[config.mk]
export PLATFORM = sky130hd
export DESIGN_NAME = pin_gen
export DESIGN_NICKNAME = d
export VERILOG_FILES = /design/src/rtl/pin_gen.sv
export SDC_FILE = /design/constraint.sdc
export NUM_CORES = 1
export LEC_CHECK = 0
export CORE_MARGIN = 10
export CORE_UTILIZATION = 45
export CTS_CLUSTER_DIAMETER = 120
export DETAILED_ROUTE_END_ITERATION = 8
export MAX_ROUTING_LAYER = met4
export SETUP_SLACK_MARGIN = 0.15
export SLEW_MARGIN = 30
export SYNTH_ARGS = -nofsm -noshare
export SYNTH_HDL_FRONTEND = slang
export SYNTH_SLANG_ARGS = --single-unit
[constraint.sdc]
create_clock -name clk600 -period 6.4 [get_ports clk600]
set_clock_uncertainty 0.1 [all_clocks]
set_input_delay 1.28 -clock clk600 [delete_from_list [all_inputs] [get_ports clk600]]
set_output_delay 1.28 -clock clk600 [all_outputs]
set_load 0.05 [all_outputs]
[src/rtl/pin_gen.sv]
// pin_gen: timestamped pulse request FIFO feeding an 8-bin-per-cycle
// serializer word generator (transmit side of pin_capt).
module pin_gen #(
    parameter int DELAY_W    = 8,
    parameter int WIDTH_W    = 8,
    parameter int FIFO_DEPTH = 4
) (
    input  logic               clk600,
    input  logic               rst,
    input  logic               str,
    input  logic [2:0]         ptime,
    input  logic [DELAY_W-1:0] pdelay,
    input  logic [WIDTH_W-1:0] pwidth,
    output logic               ready,
    output logic [7:0]         pin_word,
    output logic               busy,
    output logic               ovf
);

    localparam int AW = (FIFO_DEPTH > 2) ? $clog2(FIFO_DEPTH) : 1;
    localparam int CW = AW + 1;
    localparam int RW = (WIDTH_W > 4) ? WIDTH_W : 4;

    typedef enum logic [1:0] {
        S_IDLE,
        S_WAIT,
        S_HIGH
    } state_t;

    // Request storage
    logic [2:0]         mem_pt_q [FIFO_DEPTH];
    logic [DELAY_W-1:0] mem_pd_q [FIFO_DEPTH];
    logic [WIDTH_W-1:0] mem_pw_q [FIFO_DEPTH];

    logic [AW-1:0] wr_ptr_q, wr_ptr_d;
    logic [AW-1:0] rd_ptr_q, rd_ptr_d;
    logic [CW-1:0] count_q, count_d;
    logic          ovf_q, ovf_d;

    state_t             state_q, state_d;
    logic [DELAY_W-1:0] cnt_q, cnt_d;
    logic [WIDTH_W-1:0] rem_q, rem_d;
    logic [2:0]         sb_q, sb_d;
    logic [7:0]         word_q, word_d;

    logic               push;
    logic               pop;
    logic               fifo_empty;
    logic [2:0]         head_pt;
    logic [DELAY_W-1:0] head_pd;
    logic [WIDTH_W-1:0] head_pw;

    logic [RW-1:0] rem_x;
    logic [RW-1:0] avail;
    logic [3:0]    first_n;
    logic [3:0]    full_n;
    logic [7:0]    first_word;
    logic [7:0]    full_word;

    // n low bits set, n in 0..8
    function automatic logic [7:0] ones(input logic [3:0] n);
        logic [8:0] t;
        t = (9'd1 << n) - 9'd1;
        return t[7:0];
    endfunction

    assign fifo_empty = (count_q == '0);
    assign ready      = (count_q != CW'(FIFO_DEPTH));
    assign push       = str && ready;
    assign pop        = (state_q == S_IDLE) && !fifo_empty;
    assign busy       = (state_q != S_IDLE) || !fifo_empty;
    assign ovf        = ovf_q;
    assign pin_word   = word_q;

    assign head_pt = mem_pt_q[rd_ptr_q];
    assign head_pd = mem_pd_q[rd_ptr_q];
    assign head_pw = mem_pw_q[rd_ptr_q];

    // Bins still owed, and bins available in the start word
    assign rem_x = RW'(rem_q);
    assign avail = RW'(4'd8 - {1'b0, sb_q});

    assign first_n    = (rem_x < avail) ? rem_x[3:0] : avail[3:0];
    assign full_n     = (rem_x < RW'(8)) ? rem_x[3:0] : 4'd8;
    assign first_word = ones(first_n) << sb_q;
    assign full_word  = ones(full_n);

    // Write the accepted request into storage (data needs no reset)
    always_ff @(posedge clk600) begin
        if (push) begin
            mem_pt_q[wr_ptr_q] <= ptime;
            mem_pd_q[wr_ptr_q] <= pdelay;
            mem_pw_q[wr_ptr_q] <= pwidth;
        end
    end

    // FIFO pointer, occupancy and overflow next-state
    always_comb begin
        wr_ptr_d = wr_ptr_q;
        rd_ptr_d = rd_ptr_q;
        count_d  = count_q;
        ovf_d    = str && !ready;
        if (push) begin
            wr_ptr_d = wr_ptr_q + AW'(1);
        end
        if (pop) begin
            rd_ptr_d = rd_ptr_q + AW'(1);
        end
        unique case ({push, pop})
            2'b10:   count_d = count_q + CW'(1);
            2'b01:   count_d = count_q - CW'(1);
            default: count_d = count_q;
        endcase
    end

    // FIFO pointer, occupancy and overflow registers
    always_ff @(posedge clk600 or posedge rst) begin
        if (rst) begin
            wr_ptr_q <= '0;
            rd_ptr_q <= '0;
            count_q  <= '0;
            ovf_q    <= 1'b0;
        end else begin
            wr_ptr_q <= wr_ptr_d;
            rd_ptr_q <= rd_ptr_d;
            count_q  <= count_d;
            ovf_q    <= ovf_d;
        end
    end

    // Pulse FSM next-state and serializer word
    always_comb begin
        state_d = state_q;
        cnt_d   = cnt_q;
        rem_d   = rem_q;
        sb_d    = sb_q;
        word_d  = '0;
        unique case (state_q)
            S_IDLE: begin
                if (!fifo_empty && (head_pw != '0)) begin
                    cnt_d   = head_pd;
                    rem_d   = head_pw;
                    sb_d    = head_pt;
                    state_d = S_WAIT;
                end
            end
            S_WAIT: begin
                if (cnt_q != '0) begin
                    cnt_d = cnt_q - DELAY_W'(1);
                end else begin
                    word_d  = first_word;
                    rem_d   = WIDTH_W'(rem_x - RW'(first_n));
                    state_d = S_HIGH;
                end
            end
            S_HIGH: begin
                if (rem_q != '0) begin
                    word_d = full_word;
                    rem_d  = WIDTH_W'(rem_x - RW'(full_n));
                end else begin
                    state_d = S_IDLE;
                end
            end
            default: begin
                state_d = S_IDLE;
            end
        endcase
    end

    // Pulse FSM registers; reset clears the output word immediately
    always_ff @(posedge clk600 or posedge rst) begin
        if (rst) begin
            state_q <= S_IDLE;
            cnt_q   <= '0;
            rem_q   <= '0;
            sb_q    <= '0;
            word_q  <= '0;
        end else begin
            state_q <= state_d;
            cnt_q   <= cnt_d;
            rem_q   <= rem_d;
            sb_q    <= sb_d;
            word_q  <= word_d;
        end
    end

endmodule

==> results.cfg <==
[run_status]
status = finished, final reports clean

[setup_path]
startpoint_type = flip-flop
path_max_fanout = 16
rr_startpoint = sb_q[0]
crit_type = reg -> reg
crit_required_ns = 6.58
crit_arrival_ns = 4.97
r2r_setup_slack_ns = 1.61
worst_r2r_path_depth = 14
r2r-end = pin_word[6]
critPathCaptureType = flip-flop

[timing]
final-hold-violation-count = 0
period_share_pct = 74.85
final_max_slew_viol_count = 0
rsz0062_at_grt = no
clock.fmax_mhz = 208.8
finalSetupTns_ns = 0
maxSlewHeadroom_pct = 43.20
layout_min_cycle_time_ns = 4.790
setup_viol_count_final = 0
worstMarginPinSlew_ns = 0.8431

[floorplanning]
core_area_sq_um = 12570
die_w_um = 133.0
core.rowCount = 41
num_io_pins = 33
initial_core_util_pct = 45.70
die_h_um = 133.0
fp.dieArea_sq_um = 17680

[global_routing]
grt_usage_pct = 16.04
grt_max_degree = 38
overflow = 0
grt_pass1_wl_um = 21850
antenna_found_initial = 0
grt_pass1_vias = 4055

[yosys]
ys_ff_latch = 113
avgSynthCellArea_sq_um = 12.20
synth-xor-area-share_pct = 1.372
synth_mux_area_share_pct = 9.736
async_reset_ff_share_pct = 32.74
synth_common_cells = 76 x edfxtp_1, 43 x nand2_1, 37 x dfrtp_1, 35 x nor2_1, 29 x a21oi_1
netlist_area_sq_um = 5744
synth_edf_count = 76
synthMostInstantiatedCell = edfxtp_1
seq_area_frac_synth_pct = 55.85
synth_area_leader_cell = edfxtp_1
synthAdderAreaFrac_pct = 4.836
yosysWarnings = 0
synthesis.nets = 514
yosys.area_share.simple_pct = 11.52
synth-main-ff-cell = edfxtp_1
synth-compound-area-share_pct = 13.55
synthCells = 471
synthTopCellsByArea = edfxtp_1 40%, dfrtp_1 16%, mux4_2 7.8%, ha_1 4.1%, nand2_1 2.8%
synth_top_family_by_area = compound AO/OA/AOI/OAI gates
synth.top_cell.area_share_pct = 39.73
synth.distinct_cells = 61

[pwr]
power.leakage_uw = 0.002535
peakVddDrop_uv = 287.0
power_uw = 4071
powerDensity_nw_per_um2 = 596.5

[clock_tree]
clkLatencyLatePin_ns = 0.41
postCtsSetupBuffers = 0
cts_root_buffer = clkbuf_16
h-tree-depth = 4
cts_buffers = 17
path_clk_slew_ns = 0.05
cts_buffer_depth = 2
cts_hold_buf = 0
cts_num_sinks = 113
cts_resized = 0
cts_tree = done

[layout]
antenna_cells = 0
final_net_count = 547
post_route_cells_drive_above_1_share_pct = 13.59
area_growth_pct = 18.82
post-route-util_pct = 54.31
final_cells = 687
design_area_sq_um = 6825
nFillCells = 1031

[flow_run]
max-cap-violations = 0

[routing]
drtIter0Drc = 399
vias = 3943
routed_via_density = 5.739
first_pass_iters = 4
drc = 0
finalWirelength_um = 13260
wl_per_cell_um = 19.30
detail-route-antenna-nets = 0

[worst_hold_path]
hp-class = reg -> reg
min-delay-start = cnt_q[1]
worstHoldPathCells = 2
whs_endpoint = cnt_q[1]

[placement]
port_buffers = 32
gp_congestion = 0.8725
place_area_sq_um = 6231
dp_hpwl_um = 9125
place_inst = 657
state kept, by name (all words and copies together), names as in the netlist:
register  cells
cnt_q         8
count_q       3
mem_pd_q     32
mem_pt_q     12
mem_pw_q     32
ovf           1
pin_word      8
rd_ptr_q      2
rem_q         8
sb_q          3
state_q       2
wr_ptr_q      2
layout make-up:
type	instances	area, sq um	share of cell area [%]
Inverter	24	90.09	1.320
Clock inverter	13	168.9	2.475
Tap cell	172	215.2	3.153
Clock buffer	17	425.4	6.233
Multi-Input combinational cell	312	2367	34.68
Sequential cell	113	3208	47.00
Timing Repair Buffer	36	350.3	5.133
layer usage:
layer  vias up  track usage [%]  wire length [um]
li1       1869                -                 -
met1      1956            18.24              5625
met2        98            27.12              6959
met3        20            3.066               400
met4         0            6.846               272
met5         -                -                 0
how the worst max path moves through the flow:
stage                     startpoint           to  cells past startpoint
final                        sb_q[0]  pin_word[6]                     14
after global routing         sb_q[0]  pin_word[6]                     14
after CTS                    sb_q[0]  pin_word[6]                     14
after detailed placement     sb_q[0]  pin_word[6]                     14
after global placement       sb_q[0]  pin_word[6]                     14
after floorplan              sb_q[1]  pin_word[6]                     16
critical path: stages (launching register included):
cell and delay [ns]:
dfrtp_1 0.70, inv_2 0.22, ha_1 0.42, nand2b_1 0.12, a31oi_1 0.12, o21bai_1 0.45
nand2_1 0.20, a21oi_1 0.49, inv_1 0.09, ha_1 0.33, inv_1 0.21, mux4_2 0.53
a2111oi_0 0.40, a311o_1 0.18, nand3_1 0.07
stage by stage:
stage	setup WS, ns	hold WS [ns]
finish	1.610	0.4074
global route	1.229	0.4551
CTS	1.679	0.4079
detailed placement	1.683	0.3997
global placement	1.715	0.3914
floorplan	2.153	0.3632
report_power, final:
part | leakage, uW | switching, uW | internal (uW) | total [uW]
clock | 0.000285 | 311 | 639 | 950
sequential | 0.00114 | 198 | 1010 | 1210
combinational | 0.00111 | 1130 | 782 | 1920
total | 0.00253 | 1640 | 2430 | 4070
logic make-up after synthesis:
logic type	count (synthesis)
and+or+nand+nor	139
AOI/OAI and AO/OA	113
DFF	113
buffers and inverters	46
muxes	30
adders and majority gates	21
xor gates and xnor gates	9
layout by cell type, fill, tap and decap left out, drive strengths merged, types with 3 or more instances in the layout:
cell / Yosys / final
a21o: 4 / 4
a21oi: 29 / 29
a311o: 3 / 3
a311oi: 3 / 3
a31oi: 11 / 11
and2: 4 / 4
and3: 6 / 6
buf: 6 / 4
bufinv: 0 / 4
clkbuf: 16 / 17
clkdlybuf4s50: 0 / 32
clkinv: 3 / 9
dfrtp: 37 / 37
edfxtp: 76 / 76
ha: 19 / 19
inv: 21 / 22
mux2: 7 / 7
mux2i: 3 / 3
mux4: 20 / 20
nand2: 43 / 43
nand2b: 5 / 5
nand3: 12 / 12
nor2: 36 / 36
nor2b: 5 / 5
nor3: 10 / 10
nor4: 5 / 5
o21a: 5 / 5
o21ai: 20 / 20
o22a: 16 / 16
or3: 6 / 6
xnor2: 4 / 4
xor2: 5 / 5
Note: power is estimated with default switching activity, not from simulation.
